===== config.mk =====
export PLATFORM = sky130hd
export DESIGN_NAME = shift_deser
export DESIGN_NICKNAME = d
export VERILOG_FILES = /design/src/rtl/shift_pkg.sv /design/src/rtl/shift_deser_shreg.sv /design/src/rtl/shift_deser.sv
export SDC_FILE = /design/constraint.sdc
export NUM_CORES = 1
export LEC_CHECK = 0
export ABC_AREA = 1
export CAP_MARGIN = 40
export CELL_PAD_IN_SITES_DETAIL_PLACEMENT = 1
export CELL_PAD_IN_SITES_GLOBAL_PLACEMENT = 2
export CORE_MARGIN = 3
export CORE_UTILIZATION = 30
export DETAILED_ROUTE_END_ITERATION = 8
export PLACE_DENSITY_LB_ADDON = 0.1
export SLEW_MARGIN = 20
export SYNTH_ARGS = -nofsm -noshare
export SYNTH_HDL_FRONTEND = slang
export SYNTH_SLANG_ARGS = --single-unit

===== constraint.sdc =====
create_clock -name i_clk -period 3.1 [get_ports i_clk]
set_input_delay 0.93 -clock i_clk [delete_from_list [all_inputs] [get_ports i_clk]]
set_output_delay 0.93 -clock i_clk [all_outputs]
set_load 0.05 [all_outputs]

===== src/rtl/shift_pkg.sv =====
// Shared types and constants for the serial-to-parallel receiver.
package shift_pkg;

  localparam int DEF_WIDTH = 8;

  localparam logic DIR_LSB_FIRST = 1'b0;
  localparam logic DIR_MSB_FIRST = 1'b1;

  typedef enum logic {
    IDLE = 1'b0,
    RECV = 1'b1
  } deser_state_t;

endpackage


===== src/rtl/shift_deser_shreg.sv =====
// Bidirectional serial-in register. Clear has priority over shift.
// o_shift is the value the register would take on a shift this edge,
// which lets the owner capture a completed word including the bit in flight.
module deser_shreg
  import shift_pkg::*;
#(
  parameter int WIDTH = DEF_WIDTH
) (
  input  logic             i_clk,
  input  logic             i_reset,
  input  logic             i_clr,
  input  logic             i_en,
  input  logic             i_dir,
  input  logic             i_sin,
  output logic [WIDTH-1:0] o_q,
  output logic [WIDTH-1:0] o_shift
);

  logic [WIDTH-1:0] r_sr;

  // Next-shift value: LSB-first enters at the top and walks down to bit 0,
  // MSB-first enters at the bottom and walks up to bit WIDTH-1.
  always_comb begin
    o_shift = r_sr;
    if (i_dir == DIR_MSB_FIRST) o_shift = {r_sr[WIDTH-2:0], i_sin};
    else                        o_shift = {i_sin, r_sr[WIDTH-1:1]};
  end

  // Register update: reset/clear, else shift when enabled.
  always_ff @(posedge i_clk) begin
    if (i_reset || i_clr) r_sr <= '0;
    else if (i_en)        r_sr <= o_shift;
  end

  assign o_q = r_sr;

endmodule


===== src/rtl/shift_deser.sv =====
// Serial-to-parallel receiver: FSM, bit counter, single-entry output buffer
// and sticky overrun flag around a deser_shreg.
module shift_deser
  import shift_pkg::*;
#(
  parameter int WIDTH = DEF_WIDTH
) (
  input  logic             i_clk,
  input  logic             i_reset,
  input  logic             i_start,
  input  logic             i_dir,
  input  logic             i_sin,
  input  logic             i_sin_valid,
  output logic [WIDTH-1:0] o_data,
  output logic             o_data_valid,
  input  logic             i_data_ready,
  output logic             o_busy,
  output logic             o_overrun
);

  localparam int            CW   = $clog2(WIDTH + 1);
  localparam logic [CW-1:0] LAST = CW'(WIDTH - 1);

  deser_state_t     r_state;
  logic [CW-1:0]    r_cnt;
  logic             r_dir;
  logic [WIDTH-1:0] r_data;
  logic             r_valid;
  logic             r_overrun;

  logic             w_sample;
  logic             w_done;
  logic             w_shift;
  logic             w_drain;
  logic [WIDTH-1:0] w_sr_q;
  logic [WIDTH-1:0] w_word;

  // A bit is sampled only while receiving. The final bit completes the frame
  // even when start arrives on the same edge (zero-gap back-to-back); any
  // other bit coinciding with start is dropped because start wins.
  assign w_sample = (r_state == RECV) && i_sin_valid;
  assign w_done   = w_sample && (r_cnt == LAST);
  assign w_shift  = w_sample && !i_start;
  assign w_drain  = r_valid && i_data_ready;

  deser_shreg #(.WIDTH(WIDTH)) u_shreg (
    .i_clk   (i_clk),
    .i_reset (i_reset),
    .i_clr   (i_start),
    .i_en    (w_shift),
    .i_dir   (r_dir),
    .i_sin   (i_sin),
    .o_q     (w_sr_q),
    .o_shift (w_word)
  );

  // FSM and bit counter; start restarts from any state.
  always_ff @(posedge i_clk) begin
    if (i_reset) begin
      r_state <= IDLE;
      r_cnt   <= '0;
      r_dir   <= DIR_LSB_FIRST;
    end else if (i_start) begin
      r_state <= RECV;
      r_cnt   <= '0;
      r_dir   <= i_dir;
    end else if (w_done) begin
      r_state <= IDLE;
      r_cnt   <= '0;
    end else if (w_shift) begin
      r_cnt   <= r_cnt + CW'(1);
    end
  end

  // Output buffer: load when empty or draining this edge, else drop and flag.
  always_ff @(posedge i_clk) begin
    if (i_reset) begin
      r_data    <= '0;
      r_valid   <= 1'b0;
      r_overrun <= 1'b0;
    end else if (w_done) begin
      if (!r_valid || w_drain) begin
        r_data  <= w_word;
        r_valid <= 1'b1;
      end else begin
        r_overrun <= 1'b1;
      end
    end else if (w_drain) begin
      r_valid <= 1'b0;
    end
  end

  assign o_data       = r_data;
  assign o_data_valid = r_valid;
  assign o_busy       = (r_state == RECV);
  assign o_overrun    = r_overrun;

endmodule


==> summary.txt, run 1 <==
Synthesis
  • Yosys warning count: 0
  • Synth Area in Compound Gates: between 10% and 20%
  • Synth top area share: roughly 43%
  • Synth top area cells: dfxtp_1, nand2_1, inv_1
  • Synth Instances: 161
  • Most common cell in the netlist: nand2_1
  • Post-Synth Simple-Gate Area: roughly 29%
  • Synth Register Bits: 24
  • Distinct cells, synth: 21
  • Most frequent cells after synthesis: nand2_1, inv_1, dfxtp_1, a21oi_1, nor2_1
  • Number of synthesized flops with an enable pin: 0
  • Post-synth top flop: dfxtp_1
  • Mux contribution to synthesized area: 0%
  • Fraction of synthesized cell area in xor and xnor cells: 0%
  • Seq/Total Area, Yosys: approximately 43%
  • Adder-Cell Fraction of Synth Area: about 1.1%
  • Synth area leader: dfxtp_1
  • Async S/R FF share, synth: 0%
  • Mapped Nets: 169
  • Synthesized area: approximately 1100 µm²
  • Largest family of logic cells by synthesized area: simple AND/OR/NAND/NOR gates
  • Synthesized area per cell: 6.96 µm²

Drt
  • Final wirelength: approximately 2.5 mm
  • Via count: about 1000
  • Vias/cell: 4.45
  • DR pass1 iterations: 2
  • Metal3 WL: roughly 48 µm
  • Routed wire per std cell: 11.0 µm
  • DRC Markers: 0
  • DRT antenna net count: 0
  • DR iter-0 viols: 13
  • Top sig layer: met4
  • Wl on met1: 1.29 mm
  • Met2 WL post-DR: 1.13 mm

Die
  • Die H: ~67 µm
  • Row count: 21
  • Die area: 4510 µm²
  • Initial Util: 32.3%
  • Chip width: between 60 and 70 µm
  • # IOs: 18
  • Core area: about 3500 µm²

Worst setup path
  • Buffers & Inverters on Critical Path: 1
  • Worst path cell trace: clkdlybuf4s50_1
  • Critical Path Fanout Max: 3
  • Critical Path RT: ~2.2 ns
  • CP arrival: between 1 and 1.5 ns
  • Worst stage delay on the critical path: slightly above 0.8 ns
  • R2R Setup Slk: around 1.8 ns
  • CP endpoint kind: output pin
  • Crit path kind: register to output pin
  • Crit start category: register
  • Crit path max-delay cell type: clkdlybuf4s50_1
  • Delay-heaviest family, CP: buffers and inverters

Global route
  • Vias in the first global route: 988
  • Gr usage total: 12.4%
  • First-pass GRT wire length: about 4.4 mm
  • Initial antenna violation count: 0
  • Largest net degree at the start of global routing: 18
  • Total congestion overflow: 0

Clock network
  • CTS sink cnt: 24
  • Clock latency at the later pin of the worst-skew pair: between 0.2 and 0.3 ns
  • Setup bufs post-CTS: 0
  • Resize count post-CTS: 0
  • Longest Clk Path Bufs: 2
  • TritonCTS clock tree: built
  • H-tree depth: 1
  • CTS root buf: clkbuf_8
  • Post-CTS Hold Fix Bufs: 0
  • Num CTS Buffers: 3
  • Reg clk slew, reported paths: roughly 0.08 ns

Pwr
  • P_sw: 0.134 mW
  • Clk pwr share: roughly 36%
  • Combinational fraction of design power: between 8 and 9%
  • Peak supply drop: between 0.15 and 0.2 mV
  • Power share of the sequential group: a little under three fifths
  • P_int: between 0.4 and 0.5 mW
  • Switching fraction of total power: a little under a quarter
  • Leak: 0.538 nW
  • Total power: 0.579 mW
  • Cell Pwr Density: 420 nW/µm²

STA
  • Fmax: about 420 MHz
  • Final hold violations: 0
  • Crit path time final: between 2 and 2.5 ns
  • Slew @ Worst Pin: roughly 0.54 ns
  • Period Utilization, post-route: 76.9%
  • Setup TNS: 0 ns
  • Final hold slack: ~0.45 ns
  • Final Max Tran Viols: 0
  • RSZ-0062 raised after global routing: no
  • Worst Clk Skew: 0.00479 ns
  • Setup violators final: 0
  • Rel. slew slack: 63.7%
  • PnR worst setup slack: around 0.7 ns

Placement
  • Dpl ws: around 0.90 ns
  • Post-DP Area: 1320 µm²
  • Port bufs: 17
  • Final HPWL DP: about 2.0 mm
  • Placed cell count: between 200 and 250
  • GP Congestion: approximately 0.72

Finish
  • Final Net Count: between 150 and 200
  • Fin util: between 30 and 40%
  • Final Cell Area: 1380 µm²
  • # diodes: 0
  • Share of post-route cells with drive strength above 1: 8.94%
  • Post-Layout Cell Count: roughly 230
  • Area Overhead vs Synth: 22.8%

Flow run
  • Max Cap Violations: 0

Min path
  • Tightest Hold Check Type: register to register

Status
  • Status: finished, final reports clean
[cell type report]
type | count | area (µm²)
sequential | 24 | 480
fill | 449 | 2090
tap | 46 | 57.6
timing repair buffer | 17 | 170
multi-input combinational | 102 | 492
inverter | 32 | 121
clock buffer | 4 | 55.1
[state kept, by name, indices dropped and copies added (netlist names)]
name and flops:
r_dir 1, o_data_valid 1, o_overrun 1, u_shreg.o_q 8, o_data 8, r_cnt 4
o_busy 1
[power groups by stage]
stage	Clock [mW]	Sequential [mW]	Combinational, mW
after floorplan	0	0.326	0.0326
after global placement	0	0.327	0.0487
after detailed placement	0	0.327	0.0492
after CTS	0.225	0.320	0.0494
after global routing	0.237	0.321	0.0554
final	0.211	0.320	0.0485
[kinds of logic (layout without fill, tap and decap cells)]
| group | Yosys count | count (layout) |
|---|---|---|
| flip-flops | 24 | 24 |
| AO/OA/AOI/OAI | 31 | 31 |
| buffers and inverters | 35 | 53 |
| adder cells (fa/ha/maj) | 1 | 1 |
| AND/OR/NAND/NOR | 70 | 70 |
[worst min-delay path: stages, from the launching register on]
cell and delay, ns:
dfxtp_1 0.31, inv_1 0.04, a21oi_1 0.05
[per-layer routing]
layer / track usage (%) / vias to the layer above
met5: 0 / -
met2: 19.5 / 9
li1: - / 536
met1: 17.2 / 455
met3: 2.00 / 2
met4: 4.56 / 0
[cells in the final DEF (no fill, tap or decap)]
cell type,synthesis,layout
a21oi_1,13,13
a21oi_2,1,1
clkbuf_8,0,4
clkdlybuf4s50_1,0,17
clkinv_1,1,1
clkinv_2,1,1
dfxtp_1,24,24
ha_1,1,1
inv_1,29,29
inv_2,1,1
nand2_1,37,37
nand2_2,3,3
nand3_1,10,10
nand3_2,2,2
nand4_1,1,1
nor2_1,12,12
nor2_2,2,2
nor2_4,2,2
o21ai_0,10,10
o21ai_1,7,7
or2_1,1,1
[worst paths after layout]
| check | startpoint | end | cells after the start |
|---|---|---|---|
| min | o_overrun | o_overrun | 2 |
| max | o_data_valid | o_data_valid | 1 |
| min reg2reg | o_overrun | o_overrun | 2 |
| max reg2reg | r_cnt[0] | o_data[0] | 6 |
No activity file was read; power rests on OpenSTA's default activity.
==> run 2, diff against run 1 <==
--- a/config.mk
+++ b/config.mk
@@ -10,7 +10,7 @@
 export CELL_PAD_IN_SITES_DETAIL_PLACEMENT = 1
 export CELL_PAD_IN_SITES_GLOBAL_PLACEMENT = 2
 export CORE_MARGIN = 3
-export CORE_UTILIZATION = 30
+export CORE_UTILIZATION = 26
 export DETAILED_ROUTE_END_ITERATION = 8
 export PLACE_DENSITY_LB_ADDON = 0.1
 export SLEW_MARGIN = 20
==> constraint.sdc (replaced) <==
create_clock -name i_clk -period 1.93 [get_ports i_clk]
set_input_delay 0.579 -clock i_clk [delete_from_list [all_inputs] [get_ports i_clk]]
set_output_delay 0.579 -clock i_clk [all_outputs]
set_load 0.05 [all_outputs]
==> summary.txt, run 2 (synthesis gave the netlist of run 1 again) <==
Drt
  • Vias/cell: 4.39
  • Routed wire per std cell: 11.4 µm
  • DRC Markers: 0
  • Via count: 1024
  • DRT antenna net count: 0
  • DR iter-0 viols: 14
  • DR pass1 iterations: 3
  • Final wirelength: around 2.7 mm

STA
  • Slew @ Worst Pin: 0.537 ns
  • Fmax: 643 MHz
  • Period Utilization, post-route: roughly 80%
  • Crit path time final: approximately 1.6 ns
  • RSZ-0062 raised after global routing: no
  • Final hold violations: 0
  • Final Max Tran Viols: 0
  • Setup violators final: 0
  • Rel. slew slack: between 60% and 70%
  • Setup TNS: 0 ns
  • Worst Clk Skew: 0.00230 ns
  • PnR worst setup slack: around 0.38 ns

Finish
  • Fill count: between 500 and 600
  • Most common cell after layout, fill and taps aside: nand2_1
  • Sequential cell area: roughly 480 µm²
  • Area Overhead vs Synth: 23.4%
  • Share of post-route cells with drive strength above 1: approximately 17%
  • Most frequent cells in the layout: nand2_1, inv_1, dfxtp_1
  • # diodes: 0
  • Final Net Count: 192
  • Area taken by multi-input logic gates: ~490 µm²

Worst setup path
  • Critical path origin: i_sin_valid
  • R2R depth: 6
  • Buffers & Inverters on Critical Path: 1
  • R2R Setup Slk: approximately 0.57 ns
  • Critical Path End: o_data[5]
  • Delay-heaviest family, CP: simple AND/OR/NAND/NOR gates
  • Worst stage delay on the critical path: 0.47 ns
  • Stages on worst setup path: 6
  • Crit start category: input pin
  • Reg2Reg Capture Point: o_data[5]
  • Critical Path RT: 2.10 ns
  • Crit path kind: input pin to register
  • Worst path cell trace: clkdlybuf4s50_1 > nand2_2 > nor2_2 > nand3_1 > nand2_1 > nor2_1
  • CP arrival: around 1.7 ns
  • CP endpoint kind: register
  • Worst reg2reg path startpoint: r_cnt[0]
  • Crit path max-delay cell type: clkdlybuf4s50_1
  • Critical Path Fanout Max: 8

Clock network
  • Setup bufs post-CTS: 0
  • TritonCTS clock tree: built
  • Longest Clk Path Bufs: 2
  • Num CTS Buffers: 3
  • H-tree depth: 1
  • CTS sink cnt: 24
  • CTS root buf: clkbuf_8
  • Post-CTS Hold Fix Bufs: 0
  • Resize count post-CTS: 0
  • Clock latency at the later pin of the worst-skew pair: roughly 0.27 ns
  • Reg clk slew, reported paths: about 0.090 ns

Pwr
  • Cell Pwr Density: 682 nW/µm²
  • Combinational fraction of design power: around 8.6%
  • P_int: approximately 0.72 mW
  • Switching fraction of total power: about 24%
  • Power share of the sequential group: 54.4%
  • Peak supply drop: approximately 0.36 mV
  • Clk pwr share: between 30% and 40%
  • Leak: 0.580 nW
  • P_sw: around 0.23 mW

Die
  • Die area: ~5100 µm²
  • # IOs: 18
  • Die H: 71.7 µm
  • Core area: roughly 4100 µm²
  • Chip width: between 70 and 80 µm
  • Initial Util: between 20% and 30%
  • Row count: 23

Global route
  • First-pass GRT wire length: approximately 4.6 mm
  • Gr usage total: 11.2%
  • Initial antenna violation count: 0
  • Largest net degree at the start of global routing: 18
  • Vias in the first global route: around 1000
  • Total congestion overflow: 0

Flow run
  • Max Cap Violations: 0

Placement
  • Dpl ws: just under 0.07 ns
  • Port bufs: 17
  • Final HPWL DP: about 2.1 mm
  • GP Congestion: between 0.7 and 0.8

Min path
  • Tightest Hold Check Type: register to register
  • Min-delay src: o_overrun

Status
  • Status: finished, final reports clean
==> run 2: changes by cell type in the layout (fill, tap and decap cells not counted) <==
cell             change
buf_4               +15
clkdlybuf4s50_1     -11
==> run 2: worst min path at each step <==
stage | endpoint | cells past startpoint
6_report | o_overrun | 2
5_1_grt | o_overrun | 2
4_1_cts | o_overrun | 2
3_5_place_dp | o_overrun | 2
3_3_place_gp | o_overrun | 2
2_1_floorplan | r_cnt[1] | 2
==> run 2: tightest hold or removal path: cells and delay by family, from the launching register on <==
family | cells | cell delay, ns
compound gates | 1 | 0.06
buf+inv | 1 | 0.05
flops | 1 | 0.32
==> run 2: area by class of cell <==
cell class                 count  share of cell area, %
inverter                      32                   8.77
sequential                    24                   34.7
multi-input combinational    102                   35.5
clock buffer                   4                   3.98
tap                           50                   4.52
timing repair buffer          21                   12.5
==> run 2: stage by stage <==
stage	instance area, µm²	util, %	power [mW]	hold slack [ns]	instances
floorplan	1120	-	0.575	0.456	161
global placement	1330	32.5	0.608	0.444	229
detailed placement	1330	32.5	0.608	0.461	229
CTS	1380	33.9	0.966	0.476	233
global route	1380	33.9	0.992	0.509	233
finish	1380	33.9	0.944	0.470	233
==> run 2: power groups by stage <==
stage	clock, mW	sequential [mW]	combinational (mW)
floorplan	0	0.523	0.0523
global placement	0	0.525	0.0830
detailed placement	0	0.525	0.0829
CTS	0.369	0.513	0.0833
global route	0.384	0.515	0.0919
finish	0.350	0.513	0.0812
==> run 2: routing by layer <==
layer  wire length (µm)  global-route usage, %  vias up
met3                 78                   3.37        2
met5                  0                      0        -
li1                   -                      -      542
met2               1270                   17.9       10
met4                 21                   3.13        0
met1               1290                   14.7      470
==> run 3, diff against run 2 <==
==> constraint.sdc (replaced) <==
create_clock -name i_clk -period 1.43 [get_ports i_clk]
set_input_delay 0.429 -clock i_clk [delete_from_list [all_inputs] [get_ports i_clk]]
set_output_delay 0.429 -clock i_clk [all_outputs]
set_load 0.05 [all_outputs]
==> summary.txt, run 3 (synthesis gave the netlist of run 1 again) <==
Status
  • Status: finished, final reports clean

Placement
  • GP Congestion: between 0.6 and 0.7
  • Final HPWL DP: around 2.2 mm
  • Port bufs: 17
  • Dpl ws: -0.282 ns

Pwr
  • Total power: ~1.2 mW
  • Cell Pwr Density: around 770 nW/µm²
  • Clk pwr share: about 32%
  • P_sw: slightly below 0.3 mW
  • Combinational fraction of design power: ~12%
  • Switching fraction of total power: approximately 24%
  • Leak: between 0.6 and 0.7 nW
  • Power share of the sequential group: a little under three fifths
  • P_int: around 0.93 mW
  • Peak supply drop: between 0.3 and 0.4 mV

Min path
  • Tightest Hold Check Type: register to register

Clock network
  • H-tree depth: 1
  • CTS root buf: clkbuf_8
  • Num CTS Buffers: 3
  • Reg clk slew, reported paths: approximately 0.09 ns
  • Resize count post-CTS: 0
  • TritonCTS clock tree: built
  • Setup bufs post-CTS: 0
  • Clock latency at the later pin of the worst-skew pair: roughly 0.26 ns
  • Post-CTS Hold Fix Bufs: 0
  • CTS sink cnt: 24
  • Longest Clk Path Bufs: 2

Worst setup path
  • Delay-heaviest family, CP: buffers and inverters
  • Crit start category: input pin
  • Worst path cell trace: clkdlybuf4s50_1 > nor2_4 > buf_4 > a21oi_1
  • Buffers & Inverters on Critical Path: 2
  • Critical Path Fanout Max: 8
  • Crit path kind: input pin to register
  • Crit path max-delay cell type: clkdlybuf4s50_1
  • CP endpoint kind: register
  • Worst stage delay on the critical path: 0.51 ns
  • CP arrival: approximately 1.5 ns
  • Critical Path RT: 1.58 ns

STA
  • Final hold slack: 0.488 ns
  • Slew @ Worst Pin: roughly 0.23 ns
  • PnR worst setup slack: between 0.09 and 0.1 ns
  • Final hold violations: 0
  • Fmax: between 700 and 800 MHz
  • Worst Clk Skew: about 0.0054 ns
  • Setup violators final: 0
  • Period Utilization, post-route: between 90% and 100%
  • Final Max Tran Viols: 0
  • RSZ-0062 raised after global routing: no
  • Rel. slew slack: between 80 and 90%
  • Crit path time final: 1.33 ns

Finish
  • Share of post-route cells with drive strength above 1: between 20% and 30%
  • # diodes: 0
  • Most frequent cells in the layout: nand2_1, inv_1, dfxtp_1
  • Most common cell after layout, fill and taps aside: nand2_1
  • Final Net Count: 197
  • Fin util: 38.8%
  • Area Overhead vs Synth: 41.5%

Die
  • Initial Util: a little over a quarter
  • Die H: 71.7 µm
  • Chip width: 71.7 µm
  • Die area: about 5000 µm²
  • # IOs: 18
  • Row count: 23
  • Core area: just over 4000 µm²

Drt
  • Via count: ~1100
  • DR iter-0 viols: 29
  • Vias/cell: approximately 4.5
  • DRC Markers: 0
  • DRT antenna net count: 0
  • DR pass1 iterations: 2
  • Routed wire per std cell: about 12 µm
  • Final wirelength: ~2.8 mm

Global route
  • First-pass GRT wire length: 4.79 mm
  • Largest net degree at the start of global routing: 18
  • Total congestion overflow: 0
  • Gr usage total: 11.5%
  • Vias in the first global route: between 1000 and 1500
  • Initial antenna violation count: 0

Flow run
  • Max Cap Violations: 0
==> run 3: cell count changes in the layout (fill, tap and decap cells not counted), sizes merged <==
cell and change:
clkdlybuf4s50 -1, dlymetal6s2s +1, buf +5, clkbuf -1
==> run 3: worst register-to-register path: cells and delay by family (launching register included) <==
kind,cells,cell delay (ns)
adders and majority gates,1,0.22
DFF,1,0.36
and+or+nand+nor,5,0.58
==> run 3: routing by layer <==
metal	up-vias	routed length [µm]	GRT usage [%]
met5	-	0	0
met4	0	22	3.76
met3	2	60	2.10
met2	8	1330	18.3
met1	500	1380	15.8
li1	557	-	-
==> run 3: per-stage QoR <==
step,TNS (ns),cells,cell area (µm²)
2_1_floorplan,0,161,1120
3_3_place_gp,-4.69,234,1520
3_5_place_dp,-5.55,234,1520
4_1_cts,0,237,1560
5_1_grt,0,237,1590
6_report,0,237,1590
==> run 3: worst paths after layout <==
path | from | end | slack (ns) | cells past startpoint
setup / recovery | i_start | u_shreg.o_q[3] | 0.1 | 4
hold / removal | r_cnt[1] | r_cnt[1] | 0.49 | 2
setup reg to reg | r_cnt[1] | o_data[5] | 0.16 | 6
hold reg to reg | r_cnt[1] | r_cnt[1] | 0.49 | 2
==> run 3: cell type report <==
type | count | area, µm²
Fill cell | 507 | 2500
Multi-Input combinational cell | 102 | 517
Sequential cell | 24 | 482
Timing Repair Buffer | 26 | 363
Inverter | 32 | 121
Tap cell | 50 | 62.6
Clock buffer | 3 | 41.3
==> run 3: power groups by stage <==
| stage | registers [mW] | clock network [mW] | logic [mW] |
|---|---|---|---|
| after floorplan | 0.706 | 0 | 0.0707 |
| after global placement | 0.701 | 0 | 0.138 |
| after detailed placement | 0.702 | 0 | 0.140 |
| after CTS | 0.686 | 0.425 | 0.141 |
| after global routing | 0.688 | 0.456 | 0.159 |
| final | 0.687 | 0.396 | 0.141 |
